File: config.mk
export PLATFORM = sky130hd
export DESIGN_NAME = bit_count_stream
export DESIGN_NICKNAME = d
export VERILOG_FILES = /design/src/rtl/bit_count_pkg.sv /design/src/rtl/bit_count_chunk.sv /design/src/rtl/bit_count_stream.sv
export SDC_FILE = /design/constraint.sdc
export NUM_CORES = 1
export LEC_CHECK = 0
export CORE_AREA = 5 5 94 96
export CTS_BUF_LIST = sky130_fd_sc_hd__clkbuf_2 sky130_fd_sc_hd__clkbuf_4 sky130_fd_sc_hd__clkbuf_8
export CTS_CLUSTER_DIAMETER = 120
export CTS_CLUSTER_SIZE = 28
export DETAILED_ROUTE_END_ITERATION = 12
export DIE_AREA = 0 0 99 101
export PLACE_DENSITY = 0.87
export SLEW_MARGIN = 20
export SYNTH_ARGS = -nofsm -noshare
export SYNTH_HDL_FRONTEND = slang
export SYNTH_SLANG_ARGS = --single-unit
File: constraint.sdc
create_clock -name clk -period 3.85 [get_ports clk]
set_input_delay 0.9625 -clock clk [delete_from_list [all_inputs] [get_ports clk]]
set_output_delay 0.9625 -clock clk [all_outputs]
set_load 0.1 [all_outputs]
File: src/rtl/bit_count_pkg.sv
// Shared helpers for the bit_count_stream ones-counter: count widths and
// the accumulator saturation ceiling.
package bit_count_pkg;

   // Bits needed to hold a ones count of 0..bits.
   function automatic int count_w(input int bits);
      return $clog2(bits + 1);
   endfunction

   // Largest value an acc_w-bit accumulator can hold.
   function automatic longint unsigned sat_max(input int acc_w);
      return (64'd1 << acc_w) - 64'd1;
   endfunction

   localparam int DEF_WIDTH = 32;
   localparam int DEF_CHUNK = 8;
   localparam int DEF_ACC_W = 16;

endpackage

File: src/rtl/bit_count_chunk.sv
// Combinational ones count of one CHUNK-bit slice of the input word.
module bit_count_chunk
   import bit_count_pkg::*;
#(
   parameter  int CHUNK = DEF_CHUNK,
   localparam int CCW   = count_w(CHUNK)
) (
   input  logic [CHUNK-1:0] i_bits,
   output logic [CCW-1:0]   o_count
);

   // NOTE: every variable written in always_comb gets a default first,
   // so no path through the block can leave it unassigned and infer a latch.
   always_comb begin
      o_count = '0;
      for (int i = 0; i < CHUNK; i++) begin
         o_count = o_count + CCW'(i_bits[i]);
      end
   end

endmodule

File: src/rtl/bit_count_stream.sv
// Streaming 2-stage ones counter with a saturating per-frame running total.
// Optional macro BIT_COUNT_STREAM_PARITY_EN adds the word_parity output.
module bit_count_stream
   import bit_count_pkg::*;
#(
   parameter  int WIDTH = DEF_WIDTH,
   parameter  int CHUNK = DEF_CHUNK,
   parameter  int ACC_W = DEF_ACC_W,
   localparam int CW    = count_w(WIDTH)
) (
   input  logic             clk,
   input  logic             rst_n,
   input  logic             in_valid,
   output logic             in_ready,
   input  logic [WIDTH-1:0] in_data,
   input  logic             in_last,
   output logic             out_valid,
   input  logic             out_ready,
   output logic [CW-1:0]    word_count,
   output logic [ACC_W-1:0] frame_count,
   output logic             frame_done,
   output logic             acc_sat
`ifdef BIT_COUNT_STREAM_PARITY_EN
   ,
   output logic             word_parity
`endif
);

   localparam int NCH = WIDTH / CHUNK;
   localparam int CCW = count_w(CHUNK);
   localparam logic [ACC_W-1:0] SAT_MAX = ACC_W'(sat_max(ACC_W));

   typedef struct packed {
      logic [NCH-1:0][CCW-1:0] cnt;
      logic                    last;
   } s1_t;

   if (WIDTH < 2) begin : g_bad_width
      $error("bit_count_stream: WIDTH must be >= 2");
   end
   if (WIDTH % CHUNK != 0) begin : g_bad_chunk
      $error("bit_count_stream: WIDTH must be a multiple of CHUNK");
   end
   if (ACC_W < CW) begin : g_bad_acc
      $error("bit_count_stream: ACC_W must be >= CW");
   end

   logic [NCH-1:0][CCW-1:0] w_chunk_cnt;
   logic                    w_s2_advance;
   logic                    w_s2_load;
   logic [CW-1:0]           w_word_sum;
   logic [ACC_W:0]          w_acc_sum;
   logic                    w_ovf;
   logic                    w_frame_sat;
   logic [ACC_W-1:0]        w_frame_val;

   logic                    r_s1_valid;
   s1_t                     r_s1;
   logic                    r_out_valid;
   logic [CW-1:0]           r_word_count;
   logic [ACC_W-1:0]        r_frame_count;
   logic                    r_frame_done;
   logic                    r_acc_sat;
   logic [ACC_W-1:0]        r_acc;
   logic                    r_frame_sat;

   for (genvar g = 0; g < NCH; g++) begin : g_chunk
      bit_count_chunk #(.CHUNK(CHUNK)) u_chunk (
         .i_bits  (in_data[g*CHUNK +: CHUNK]),
         .o_count (w_chunk_cnt[g])
      );
   end

   assign w_s2_advance = !r_out_valid || out_ready;
   assign w_s2_load    = r_s1_valid && w_s2_advance;
   assign in_ready     = !r_s1_valid || w_s2_advance;

   always_comb begin
      w_word_sum = '0;
      for (int i = 0; i < NCH; i++) begin
         w_word_sum = w_word_sum + CW'(r_s1.cnt[i]);
      end
   end

   // Once the frame has saturated the accumulator sits at SAT_MAX, so any
   // further non-zero count overflows again and the clamp stays put.
   assign w_acc_sum   = {1'b0, r_acc} + (ACC_W+1)'(w_word_sum);
   assign w_ovf       = w_acc_sum[ACC_W];
   assign w_frame_sat = r_frame_sat || w_ovf;
   assign w_frame_val = w_ovf ? SAT_MAX : w_acc_sum[ACC_W-1:0];

   // NOTE: sequential state uses non-blocking assignments only, so every
   // register samples the pre-edge values regardless of statement order.
   always_ff @(posedge clk or negedge rst_n) begin
      if (!rst_n) begin
         r_s1_valid <= 1'b0;
         r_s1       <= '0;
      end else if (in_ready) begin
         r_s1_valid <= in_valid;
         if (in_valid) begin
            r_s1.cnt  <= w_chunk_cnt;
            r_s1.last <= in_last;
         end
      end
   end

   always_ff @(posedge clk or negedge rst_n) begin
      if (!rst_n) begin
         r_out_valid   <= 1'b0;
         r_word_count  <= '0;
         r_frame_count <= '0;
         r_frame_done  <= 1'b0;
         r_acc_sat     <= 1'b0;
         r_acc         <= '0;
         r_frame_sat   <= 1'b0;
      end else if (w_s2_load) begin
         r_out_valid   <= 1'b1;
         r_word_count  <= w_word_sum;
         r_frame_count <= w_frame_val;
         r_frame_done  <= r_s1.last;
         r_acc_sat     <= w_frame_sat;
         r_acc         <= r_s1.last ? '0 : w_frame_val;
         r_frame_sat   <= r_s1.last ? 1'b0 : w_frame_sat;
      end else if (out_ready) begin
         r_out_valid   <= 1'b0;
      end
   end

   assign out_valid   = r_out_valid;
   assign word_count  = r_word_count;
   assign frame_count = r_frame_count;
   assign frame_done  = r_frame_done;
   assign acc_sat     = r_acc_sat;

`ifdef BIT_COUNT_STREAM_PARITY_EN
   logic r_s1_parity;
   logic r_word_parity;

   always_ff @(posedge clk or negedge rst_n) begin
      if (!rst_n) begin
         r_s1_parity   <= 1'b0;
         r_word_parity <= 1'b0;
      end else begin
         if (in_ready && in_valid) begin
            r_s1_parity <= ^in_data;
         end
         if (w_s2_load) begin
            r_word_parity <= r_s1_parity;
         end
      end
   end

   assign word_parity = r_word_parity;
`endif

endmodule

# Yosys cells after proc, flatten, opt, wreduce, memory -nomap -nowiden
# Index checks and enable logic that the tools add are counted.
word_totals:
  ff_bits: 60
  input_bits: 37
  out_inout_bits: 26
  elab_cells: 58
op_classes:
  addsub: 32
  mux: 5
  n_reduce_logical: 8
op_table:
  columns: ["cell", "n"]
  rows:
  - ["adder 4 x 1 -> 4 bit", 24]
  - ["2-to-1 mux 16 bit", 2]
  - ["adder 16 x 6 -> 17 bit", 1]
  - ["adder 1 x 1 -> 2 bit", 4]
  - ["adder 5 x 4 -> 6 bit", 1]
  - ["adder 6 x 4 -> 6 bit", 1]
  - ["adder 4 x 4 -> 5 bit", 1]
  - ["logical OR 1 bit", 3]
  - ["2-to-1 mux 1 bit", 3]
  - ["zero test 1 bit", 2]
  - ["AND reduction 2 bit", 1]
  - ["nonzero test 2 bit", 1]
  - ["logical AND 1 bit", 1]

# Depth between registers and ports, before layout
# Gate-level depths: netlist of the first run.
depth:
  depth_word: 7
  depth_mapped: 15
  depth_no_buf: 14

# Modules after synthesis
# From an unflattened synthesis of the first run, not the netlist that was laid out.
unflattened:
  hier_cells: 408
  hier_area_um2: 3971.3
modules_own_cells:
  columns: ["module", "instances", "cells_per_inst", "area_each_um2", "seq_area_each_um2"]
  rows:
  - ["bit_count_stream", 1, 312, 3210.6, 1501.4]
  - ["bit_count_chunk", 4, 24, 190.2, 0.0]

# Least setup slack after synthesis of the first run
# Ideal clock, no wire load.
synth_timing:
  path_kind: "reg-to-reg"
  startpoint: "reg r_s1[2] in the netlist's numbering"
  endpoint: "reg r_frame_count[15] (netlist: frame_count[15])"
  setup_time_ns: 0.136
  arrival_ns: 3.720
  t_required_ns: 3.714
  slack_ns: -0.007
  path_stages_with_launch: 16
  n_path_buf: 1
  synth_period_minus_slack_ns: 3.857
  cell_sequence: "dfrtp_1 -> inv_1 -> fa_1 -> inv_1 -> fa_1 -> ha_1 -> fa_1 -> a21o_1 -> a21o_1 -> ha_1 -> a211oi_1 -> o21ai_1 -> and2_1 -> buf_2 -> a311oi_1 -> nor3_1"
synth_between:
  elab_chain_len: 5
synth_rtl:
  columns: ["element", "line", "rtl"]
  rows:
  - ["start: declaration", "bit_count_stream.sv:58", "s1_t r_s1;"]
  - ["adder 4 x 4 -> 5 bit", "bit_count_stream.sv:81", "w_word_sum = w_word_sum + CW'(r_s1.cnt[i]);"]
  - ["adder 5 x 4 -> 6 bit", "bit_count_stream.sv:81", null]
  - ["adder 6 x 4 -> 6 bit", "bit_count_stream.sv:81", null]
  - ["via w_word_sum[5]", "bit_count_stream.sv:51", "logic [CW-1:0] w_word_sum;"]
  - ["adder 16 x 6 -> 17 bit", "bit_count_stream.sv:87", "assign w_acc_sum = {1'b0, r_acc} + (ACC_W+1)'(w_word_sum);"]
  - ["2-to-1 mux 16 bit", "bit_count_stream.sv:90", "assign w_frame_val = w_ovf ? SAT_MAX : w_acc_sum[ACC_W-1:0];"]
  - ["end signal: assignment", "bit_count_stream.sv:119", "r_frame_count <= w_frame_val;"]
  - ["end: declaration", "bit_count_stream.sv:61", "logic [ACC_W-1:0] r_frame_count;"]
# The timed path passes the listed nets, and every way through them passes these cells.
# A chain may end at the register's enable or synchronous reset.

# Worst setup path after layout of the first run
layout_timing:
  startpoint: "reg r_s1[2] in the netlist's numbering"
  endpoint: "reg r_acc[8]"
layout_between:
  elab_chain_len: 6
layout_rtl:
  columns: ["element", "line", "rtl"]
  rows:
  - ["adder 4 x 4 -> 5 bit", "bit_count_stream.sv:81", null]
  - ["adder 5 x 4 -> 6 bit", "bit_count_stream.sv:81", null]
  - ["adder 6 x 4 -> 6 bit", "bit_count_stream.sv:81", null]
  - ["via w_word_sum[3]", "bit_count_stream.sv:51", null]
  - ["adder 16 x 6 -> 17 bit", "bit_count_stream.sv:87", null]
  - ["2-to-1 mux 16 bit", "bit_count_stream.sv:90", null]
  - ["2-to-1 mux 16 bit", "bit_count_stream.sv:122", "r_acc <= r_s1.last ? '0 : w_frame_val;"]
  - ["end signal: assignment", "bit_count_stream.sv:122", null]
  - ["end: declaration", "bit_count_stream.sv:64", "logic [ACC_W-1:0] r_acc;"]
# The timed path passes the listed nets, and every way through them passes these cells.

==> qor.yml, run 1 <==
floorplanning:
  die_x_um: 99
  core_area_um2: 7969
  initial_core_util_pct: 48.11
  ios: 63
  die-height_um: 101
  die_area_um2: 9999
  rows: 33
setup_path:
  r2r_end: "r_acc[8]$_DFFE_PN0P_"
  critical_path.reg2reg.startpoint: "r_s1[2]$_DFFE_PN0P_"
  critical_path.endpoint_type: "register"
  timing_worst_setup_path_type: "reg -> reg"
  start_kind: "register"
  r2r.worst_path.cells: 14
  worstPathRequired_ns: 4.07
  internal_reg_to_reg_setup_slack_ns: -0.01
  timing.critical_path.fanout_max: 4
  critical_path_arrival_ns: 4.08
detailed_routing:
  drt_first_iter_violations: 198
  wl_um: 9387
  detail_route.drc_violations: 0
  wl_per_cell_um: 15.78
  ant_nets: 0
  route.detailed.vias_per_inst: 5.350
  vias: 3183
  detailedRoute.firstPassIterationCount: 6
clock_network:
  ctsRootBufferMaster: "sky130_fd_sc_hd__clkbuf_8"
  tritoncts_clock_tree: "built"
  clk_pin_slew_ns: 0.07
  worstSkewPairLatency_ns: 0.34
  cts-buffers-inserted: 9
  cts_max_path_buffers: 2
  clock_tree.htree_level_count: 3
  hold_buffers: 0
  clock_sinks: 60
grt:
  grt_pass1_vias: 3198
  antenna_found_initial: 0
  global_route.usage.total_pct: 18.02
  globalRouteOverflowTotal: 0
  maximum_number_of_pins_on_one_net_before_global_route_repair: 33
  wire_length_of_the_first_global_routing_pass_um: 14480
min_path:
  worst_hold_path.num_cells: 2
  timing.hold.worst_endpoint: "frame_count[1]$_DFFE_PN0P_"
  launch_instance_of_the_worst_min_delay_path: "frame_count[1]$_DFFE_PN0P_"
  timing.hold.worst.class: "reg -> reg"
yosys:
  synth_fa_ha_area_share_pct: 20.56
  synth-simple-area-share_pct: 14.07
  netlist.top_cell.by_area: "sky130_fd_sc_hd__dfrtp_1"
  netlist.area_leader.share_pct: 39.16
  ys_seq_area_share_pct: 39.16
  syn_avg_cell_area_um2: 9.537
  dominant_combinational_cell_family_by_area_after_synthesis: "adder cells"
  synth_mux_area_share_pct: 1.730
  synth_enable_flop_cells: 0
  yosysWarningCount: 0
  post_synth_instance_area_um2: 3834
  synthesis.instances: 402
  seq_cells_post_synth: 60
  net_count_after_synthesis: 487
  synth.lib_cells_used.distinct: 45
  synth.area.top_cells: "sky130_fd_sc_hd__dfrtp_1, sky130_fd_sc_hd__fa_1, sky130_fd_sc_hd__ha_1"
  synthArstFlopShare_pct: 100.0
  synth_compound_area_share_pct: 13.35
  synth_xor_area_share_pct: 3.427
  synth_flop_cell: "sky130_fd_sc_hd__dfrtp_1"
run:
  max-cap-violations: 0
power:
  power.share.sequential_pct: 17.4
  report.power.total_mw: 5.287
  static_leakage_power_nw: 2.485
  p_int_mw: 2.733
  power.switching_fraction_pct: 48.31
  vdd.ir_drop.worst_mv: 0.6516
  combinationalPowerShare_pct: 70.0
  powerDensity_nw_per_um2: 1010
  total_switching_power_mw: 2.554
  clockPowerShare_pct: 12.6
timing:
  finalMaxSlewViolations: 0
  setup_repair_after_global_routing_missed_its_margin: "yes"
  final_period_minus_worst_setup_slack_ns: 3.862
  setup_slack_ns: -0.01176
  report.final.setup_viol: 2
  report.final.hold_viol_count: 0
  worst_tran_pin_value_ns: 0.9835
  finalCritPeriodShare_pct: 100.3
  fin_worst_skew_ns: 0.01173
  timing.hold.ws_ns: 0.4794
  fmax_mhz: 258.9
  timing.slew.headroom_pct: 34.23
outcome:
  outcome: "complete, but fails checks"
  failed_checks: "negative setup slack"
layout:
  final_nets: 570
  post_route_cells_drive_above_1_share_pct: 19.18
  layout.cell_area.non_filler_um2: 5234
  filler_cell_count: 567
  multi_input_comb_area_um2: 2302
  n_antenna_cell: 0
  seq_area_um2: 1501
  syn_to_final_growth_pct: 36.52
placed_design:
  detailedPlacementHpwl_um: 6516
  detailed_place.area_um2: 4644
  gp_routability_congestion: 0.8721
  dpl_worst_slack_ns: -0.1270
  io_buffers: 62
## how the worst max path moves through the flow
stage	start	to	slack, ns	depth (start not counted)
after floorplan	r_s1[2]$_DFFE_PN0P_	r_acc[9]$_DFFE_PN0P_	0.03	13
after global placement	r_s1[2]$_DFFE_PN0P_	r_acc[9]$_DFFE_PN0P_	-0.01	13
after global routing	r_s1[2]$_DFFE_PN0P_	r_acc[3]$_DFFE_PN0P_	-0.17	14
final	r_s1[2]$_DFFE_PN0P_	r_acc[8]$_DFFE_PN0P_	-0.01	14
after detailed placement	r_s1[2]$_DFFE_PN0P_	frame_count[14]$_DFFE_PN0P_	-0.13	16
after CTS	r_s1[2]$_DFFE_PN0P_	r_acc[15]$_DFFE_PN0P_	0.01	13
## synth_stat cells (2+ instances only)
library cell	count
sky130_fd_sc_hd__a21o_1	9
sky130_fd_sc_hd__and2_1	3
sky130_fd_sc_hd__o31ai_1	3
sky130_fd_sc_hd__buf_2	2
sky130_fd_sc_hd__fa_1	25
sky130_fd_sc_hd__a41o_1	2
sky130_fd_sc_hd__nand4_1	3
sky130_fd_sc_hd__and3_1	3
sky130_fd_sc_hd__buf_4	2
sky130_fd_sc_hd__o21a_1	3
sky130_fd_sc_hd__nand3_1	2
sky130_fd_sc_hd__xor2_1	11
sky130_fd_sc_hd__o21ai_1	2
sky130_fd_sc_hd__o22a_1	2
sky130_fd_sc_hd__a41oi_1	3
sky130_fd_sc_hd__xnor2_1	4
sky130_fd_sc_hd__a211oi_1	2
sky130_fd_sc_hd__o21ai_0	30
sky130_fd_sc_hd__mux2_2	5
sky130_fd_sc_hd__clkbuf_1	13
sky130_fd_sc_hd__dfrtp_1	60
sky130_fd_sc_hd__nor3_1	7
sky130_fd_sc_hd__a21oi_1	15
sky130_fd_sc_hd__nor2b_1	2
sky130_fd_sc_hd__a31oi_1	6
sky130_fd_sc_hd__ha_1	23
sky130_fd_sc_hd__nand2_1	56
sky130_fd_sc_hd__nor4_1	3
sky130_fd_sc_hd__inv_1	59
sky130_fd_sc_hd__nand2b_1	4
sky130_fd_sc_hd__nor2_1	24
## worst max-delay path, cell delays in order (launching register included)
cell and delay (ns):
sky130_fd_sc_hd__dfrtp_1 0.36, sky130_fd_sc_hd__inv_2 0.04, sky130_fd_sc_hd__fa_1 0.54, sky130_fd_sc_hd__inv_2 0.04
sky130_fd_sc_hd__fa_1 0.52, sky130_fd_sc_hd__ha_4 0.20, sky130_fd_sc_hd__fa_2 0.38, sky130_fd_sc_hd__xor2_2 0.17
sky130_fd_sc_hd__ha_1 0.37, sky130_fd_sc_hd__nand2_2 0.08, sky130_fd_sc_hd__o21a_4 0.22, sky130_fd_sc_hd__buf_6 0.13
sky130_fd_sc_hd__a311oi_4 0.36, sky130_fd_sc_hd__a31oi_1 0.14, sky130_fd_sc_hd__o22a_1 0.19
## metal layers
metal	up-vias	track usage, %	share of wire [%]
met1	1574	21.36	39
li1	1483	-	-
met2	109	32.54	54
met4	0	6.092	1.8
met5	-	0	0
met3	17	3.668	5.3
## logic make-up after synthesis
family	after synthesis
AO/OA/AOI/OAI	82
XOR/XNOR	15
flip-flops	60
buffers and inverters	76
multiplexers	6
AND/OR/NAND/NOR	115
adder cells (fa/ha/maj)	48
## registers in the layout (all words and copies together), names as in the netlist
name / flops
acc_sat: 1
frame_count: 16
frame_done: 1
out_valid: 1
r_acc: 16
r_frame_sat: 1
r_s1: 17
r_s1_valid: 1
word_count: 6
## timing repair
item	CTS	global route
pin swaps	9	30
endpoints found under the setup margin	15	32
resized for setup	11	46
hold endpoints to repair	0	0
buffers inserted	1	9
## layout by cell type, fill, tap and decap left out, types with 12 or more instances in the layout
master	instances
sky130_fd_sc_hd__nor2_1	21
sky130_fd_sc_hd__inv_1	55
sky130_fd_sc_hd__ha_1	19
sky130_fd_sc_hd__o21ai_0	27
sky130_fd_sc_hd__dfrtp_1	60
sky130_fd_sc_hd__clkdlybuf4s50_1	60
sky130_fd_sc_hd__buf_4	21
sky130_fd_sc_hd__fa_1	24
sky130_fd_sc_hd__nand2_1	54
sky130_fd_sc_hd__clkbuf_8	12
## cell type report
class	instances	share of cell area [%]
repair buffers	89	16.09
multi-input cells	266	43.99
inverters	59	4.231
clock inverters	4	1.339
well taps	105	2.510
flip-flops and latches	60	28.69
clock buffers	12	3.156
## per-stage QoR
step,TNS (ns),instances,util (%)
floorplan,0,402,-
finish,-0.01657,595,65.68
global placement,-0.01908,570,58.28
detailed placement,-0.7522,570,58.28
global route,-2.540,595,65.68
CTS,0,586,61.83
## power by group through the flow
stage               Sequential (mW)  Combinational [mW]  Clock, mW
CTS                           0.912                2.96      0.672
floorplan                      1.43                1.53          0
detailed placement            0.917                2.76          0
finish                        0.919                3.70      0.666
global placement              0.908                2.65          0
global route                  0.936                4.00      0.698
Note: power is estimated with default switching activity, not from simulation.
==> run 2: changes to the inputs <==
RECOVER_POWER = 100   (was unset)
==> qor.yml, run 2 (synthesized netlist as in run 1, its figures left out) <==
power:
  power.share.sequential_pct: 17.4  # about the same
  static_leakage_power_nw: 2.482  # was 2.485 nW
  clockPowerShare_pct: 12.6  # about the same
  vdd.ir_drop.worst_mv: 0.6535  # was 0.6516 mV
  powerDensity_nw_per_um2: 1010  # about the same
  power.switching_fraction_pct: 48.30  # was 48.31%
  combinationalPowerShare_pct: 70.1  # was 70.0%
  total_switching_power_mw: 2.552  # was 2.554 mW
  p_int_mw: 2.732  # was 2.733 mW
timing:
  worst_tran_pin_value_ns: 1.687  # was 0.9835 ns
  report.final.setup_viol: 2  # unchanged
  report.final.hold_viol_count: 0  # unchanged
  setup_slack_ns: -0.01303  # was -0.01176 ns
  finalMaxSlewViolations: 32  # was 0
  timing.slew.headroom_pct: -12.44  # was 34.23%
  final_period_minus_worst_setup_slack_ns: 3.863  # was 3.862 ns
  setup_repair_after_global_routing_missed_its_margin: "yes"  # unchanged
  fmax_mhz: 258.9  # about the same
  finalCritPeriodShare_pct: 100.3  # about the same
  fin_worst_skew_ns: 0.01163  # was 0.01173 ns
detailed_routing:
  wl_per_cell_um: 15.70  # was 15.78 um
  vias: 3165  # was 3183
  wl_um: 9340  # was 9387 um
  ant_nets: 0  # unchanged
  detail_route.drc_violations: 0  # unchanged
  detailedRoute.firstPassIterationCount: 5  # was 6
  drt_first_iter_violations: 199  # was 198
  route.detailed.vias_per_inst: 5.319  # was 5.350
outcome:
  failed_checks: "max-capacitance violations, max-slew violations, negative setup slack"  # was negative setup slack
  outcome: "complete, but fails checks"  # unchanged
placed_design:
  gp_routability_congestion: 0.8721  # unchanged
  io_buffers: 62  # unchanged
  dpl_worst_slack_ns: -0.1270  # unchanged
  detailed_place.area_um2: 4644  # unchanged
  detailedPlacementHpwl_um: 6516  # unchanged
setup_path:
  timing_worst_setup_path_type: "reg -> reg"  # unchanged
  critical_path.reg2reg.startpoint: "r_s1[2]$_DFFE_PN0P_"  # unchanged
  start_kind: "register"  # unchanged
  worstPathRequired_ns: 4.06  # was 4.07 ns
  r2r.worst_path.cells: 17  # was 14
  r2r_end: "r_acc[13]$_DFFE_PN0P_"  # was r_acc[8]$_DFFE_PN0P_
  internal_reg_to_reg_setup_slack_ns: -0.01  # about the same
  critical_path.endpoint_type: "register"  # unchanged
  timing.critical_path.fanout_max: 5  # was 4
  critical_path_arrival_ns: 4.08  # about the same
grt:
  globalRouteOverflowTotal: 0  # unchanged
  wire_length_of_the_first_global_routing_pass_um: 14480  # unchanged
  global_route.usage.total_pct: 18.02  # unchanged
  maximum_number_of_pins_on_one_net_before_global_route_repair: 33  # unchanged
  grt_pass1_vias: 3198  # unchanged
  antenna_found_initial: 0  # unchanged
layout:
  largest_reg_flops: 17  # unchanged
  syn_to_final_growth_pct: 36.42  # was 36.52%
  post_route_cells_drive_above_1_share_pct: 18.98  # was 19.18%
  layout.cells.most_common_list: "sky130_fd_sc_hd__dfrtp_1, sky130_fd_sc_hd__clkdlybuf4s50_1, sky130_fd_sc_hd__inv_1"  # unchanged
  final_nets: 570  # unchanged
  n_antenna_cell: 0  # unchanged
  top_register: "r_s1"  # unchanged
  layout.cell_area.non_filler_um2: 5230  # was 5234 um2
  mostFrequentLayoutCell: "sky130_fd_sc_hd__dfrtp_1"
min_path:
  worst_hold_path.num_cells: 2  # unchanged
  launch_instance_of_the_worst_min_delay_path: "frame_count[1]$_DFFE_PN0P_"  # unchanged
  timing.hold.worst.class: "reg -> reg"  # unchanged
  timing.hold.worst_endpoint: "frame_count[1]$_DFFE_PN0P_"  # unchanged
floorplanning:
  ios: 63  # unchanged
  core_area_um2: 7969  # unchanged
  rows: 33  # unchanged
  die_x_um: 99  # unchanged
  die_area_um2: 9999  # unchanged
  die-height_um: 101  # unchanged
  initial_core_util_pct: 48.11  # unchanged
clock_network:
  tritoncts_clock_tree: "built"  # unchanged
  cts_max_path_buffers: 2  # unchanged
  ctsRootBufferMaster: "sky130_fd_sc_hd__clkbuf_8"  # unchanged
  clock_sinks: 60  # unchanged
  clock_tree.htree_level_count: 3  # unchanged
  clk_pin_slew_ns: 0.07  # about the same
  cts-buffers-inserted: 9  # unchanged
  hold_buffers: 0  # unchanged
  worstSkewPairLatency_ns: 0.34  # about the same
run:
  max-cap-violations: 1  # was 0
-- run 2: repair_timing --
action	4_1_cts	5_1_grt
setup buffers	1	9
pin swaps	9	30
gates resized for setup	11	46
gates cloned	0	0
endpoints found under the setup margin	15	32
-- run 2: worst max-delay path by stage --
stage	startpoint	cells after the start	slack [ns]	to
6_report	r_s1[2]$_DFFE_PN0P_	17	-0.01	r_acc[13]$_DFFE_PN0P_
5_1_grt	r_s1[2]$_DFFE_PN0P_	14	-0.17	r_acc[3]$_DFFE_PN0P_
4_1_cts	r_s1[2]$_DFFE_PN0P_	13	0.01	r_acc[15]$_DFFE_PN0P_
3_5_place_dp	r_s1[2]$_DFFE_PN0P_	16	-0.13	frame_count[14]$_DFFE_PN0P_
3_3_place_gp	r_s1[2]$_DFFE_PN0P_	13	-0.01	r_acc[9]$_DFFE_PN0P_
2_1_floorplan	r_s1[2]$_DFFE_PN0P_	13	0.03	r_acc[9]$_DFFE_PN0P_
-- run 2: power groups by stage --
stage | Clock [mW] | Sequential (mW) | Combinational [mW]
3_5_place_dp | 0 | 0.917 | 2.76
3_3_place_gp | 0 | 0.908 | 2.65
6_report | 0.663 | 0.919 | 3.70
5_1_grt | 0.698 | 0.936 | 3.99
2_1_floorplan | 0 | 1.43 | 1.53
4_1_cts | 0.672 | 0.912 | 2.96
-- run 2: worst max-delay path, cell delays in order, from the launching register on --
cell and delay, ns:
sky130_fd_sc_hd__dfrtp_1 0.36, sky130_fd_sc_hd__inv_2 0.04, sky130_fd_sc_hd__fa_1 0.54, sky130_fd_sc_hd__inv_2 0.04
sky130_fd_sc_hd__fa_1 0.52, sky130_fd_sc_hd__ha_4 0.20, sky130_fd_sc_hd__buf_6 0.11, sky130_fd_sc_hd__a21o_1 0.16
sky130_fd_sc_hd__a21oi_2 0.19, sky130_fd_sc_hd__xnor2_2 0.18, sky130_fd_sc_hd__ha_4 0.28, sky130_fd_sc_hd__a211oi_4 0.29
sky130_fd_sc_hd__o21a_4 0.20, sky130_fd_sc_hd__nor4_4 0.06, sky130_fd_sc_hd__buf_6 0.14, sky130_fd_sc_hd__buf_4 0.14
sky130_fd_sc_hd__nor4b_4 0.24, sky130_fd_sc_hd__nor3_2 0.06
-- run 2: routing by layer --
| layer | vias up | global-route usage (%) | wire length, um |
|---|---|---|---|
| li1 | 1482 | - | - |
| met1 | 1564 | 21.36 | 3701 |
| met2 | 103 | 32.54 | 5032 |
| met3 | 16 | 3.668 | 459 |
| met4 | 0 | 6.092 | 148 |
| met5 | - | 0 | 0 |
-- run 2: stage by stage --
step           utilization (%)  hold slack (ns)  power, mW  cells  TNS [ns]
2_1_floorplan                -           0.4498      2.961    402         0
3_3_place_gp             58.28           0.4602      3.557    570  -0.01908
3_5_place_dp             58.28           0.4699      3.682    570   -0.7522
4_1_cts                  61.83           0.4852      4.543    586         0
5_1_grt                  65.63           0.5071      5.628    595    -2.540
6_report                 65.63           0.4778      5.284    595  -0.02458
-- run 2: layout make-up --
class / count / area, um2
Timing Repair Buffer: 89 / 838.3
Clock inverter: 4 / 70.07
Tap cell: 105 / 131.4
Inverter: 59 / 221.5
Sequential cell: 60 / 1501
Clock buffer: 12 / 165.2
Multi-Input combinational cell: 266 / 2302
Fill cell: 567 / 2739
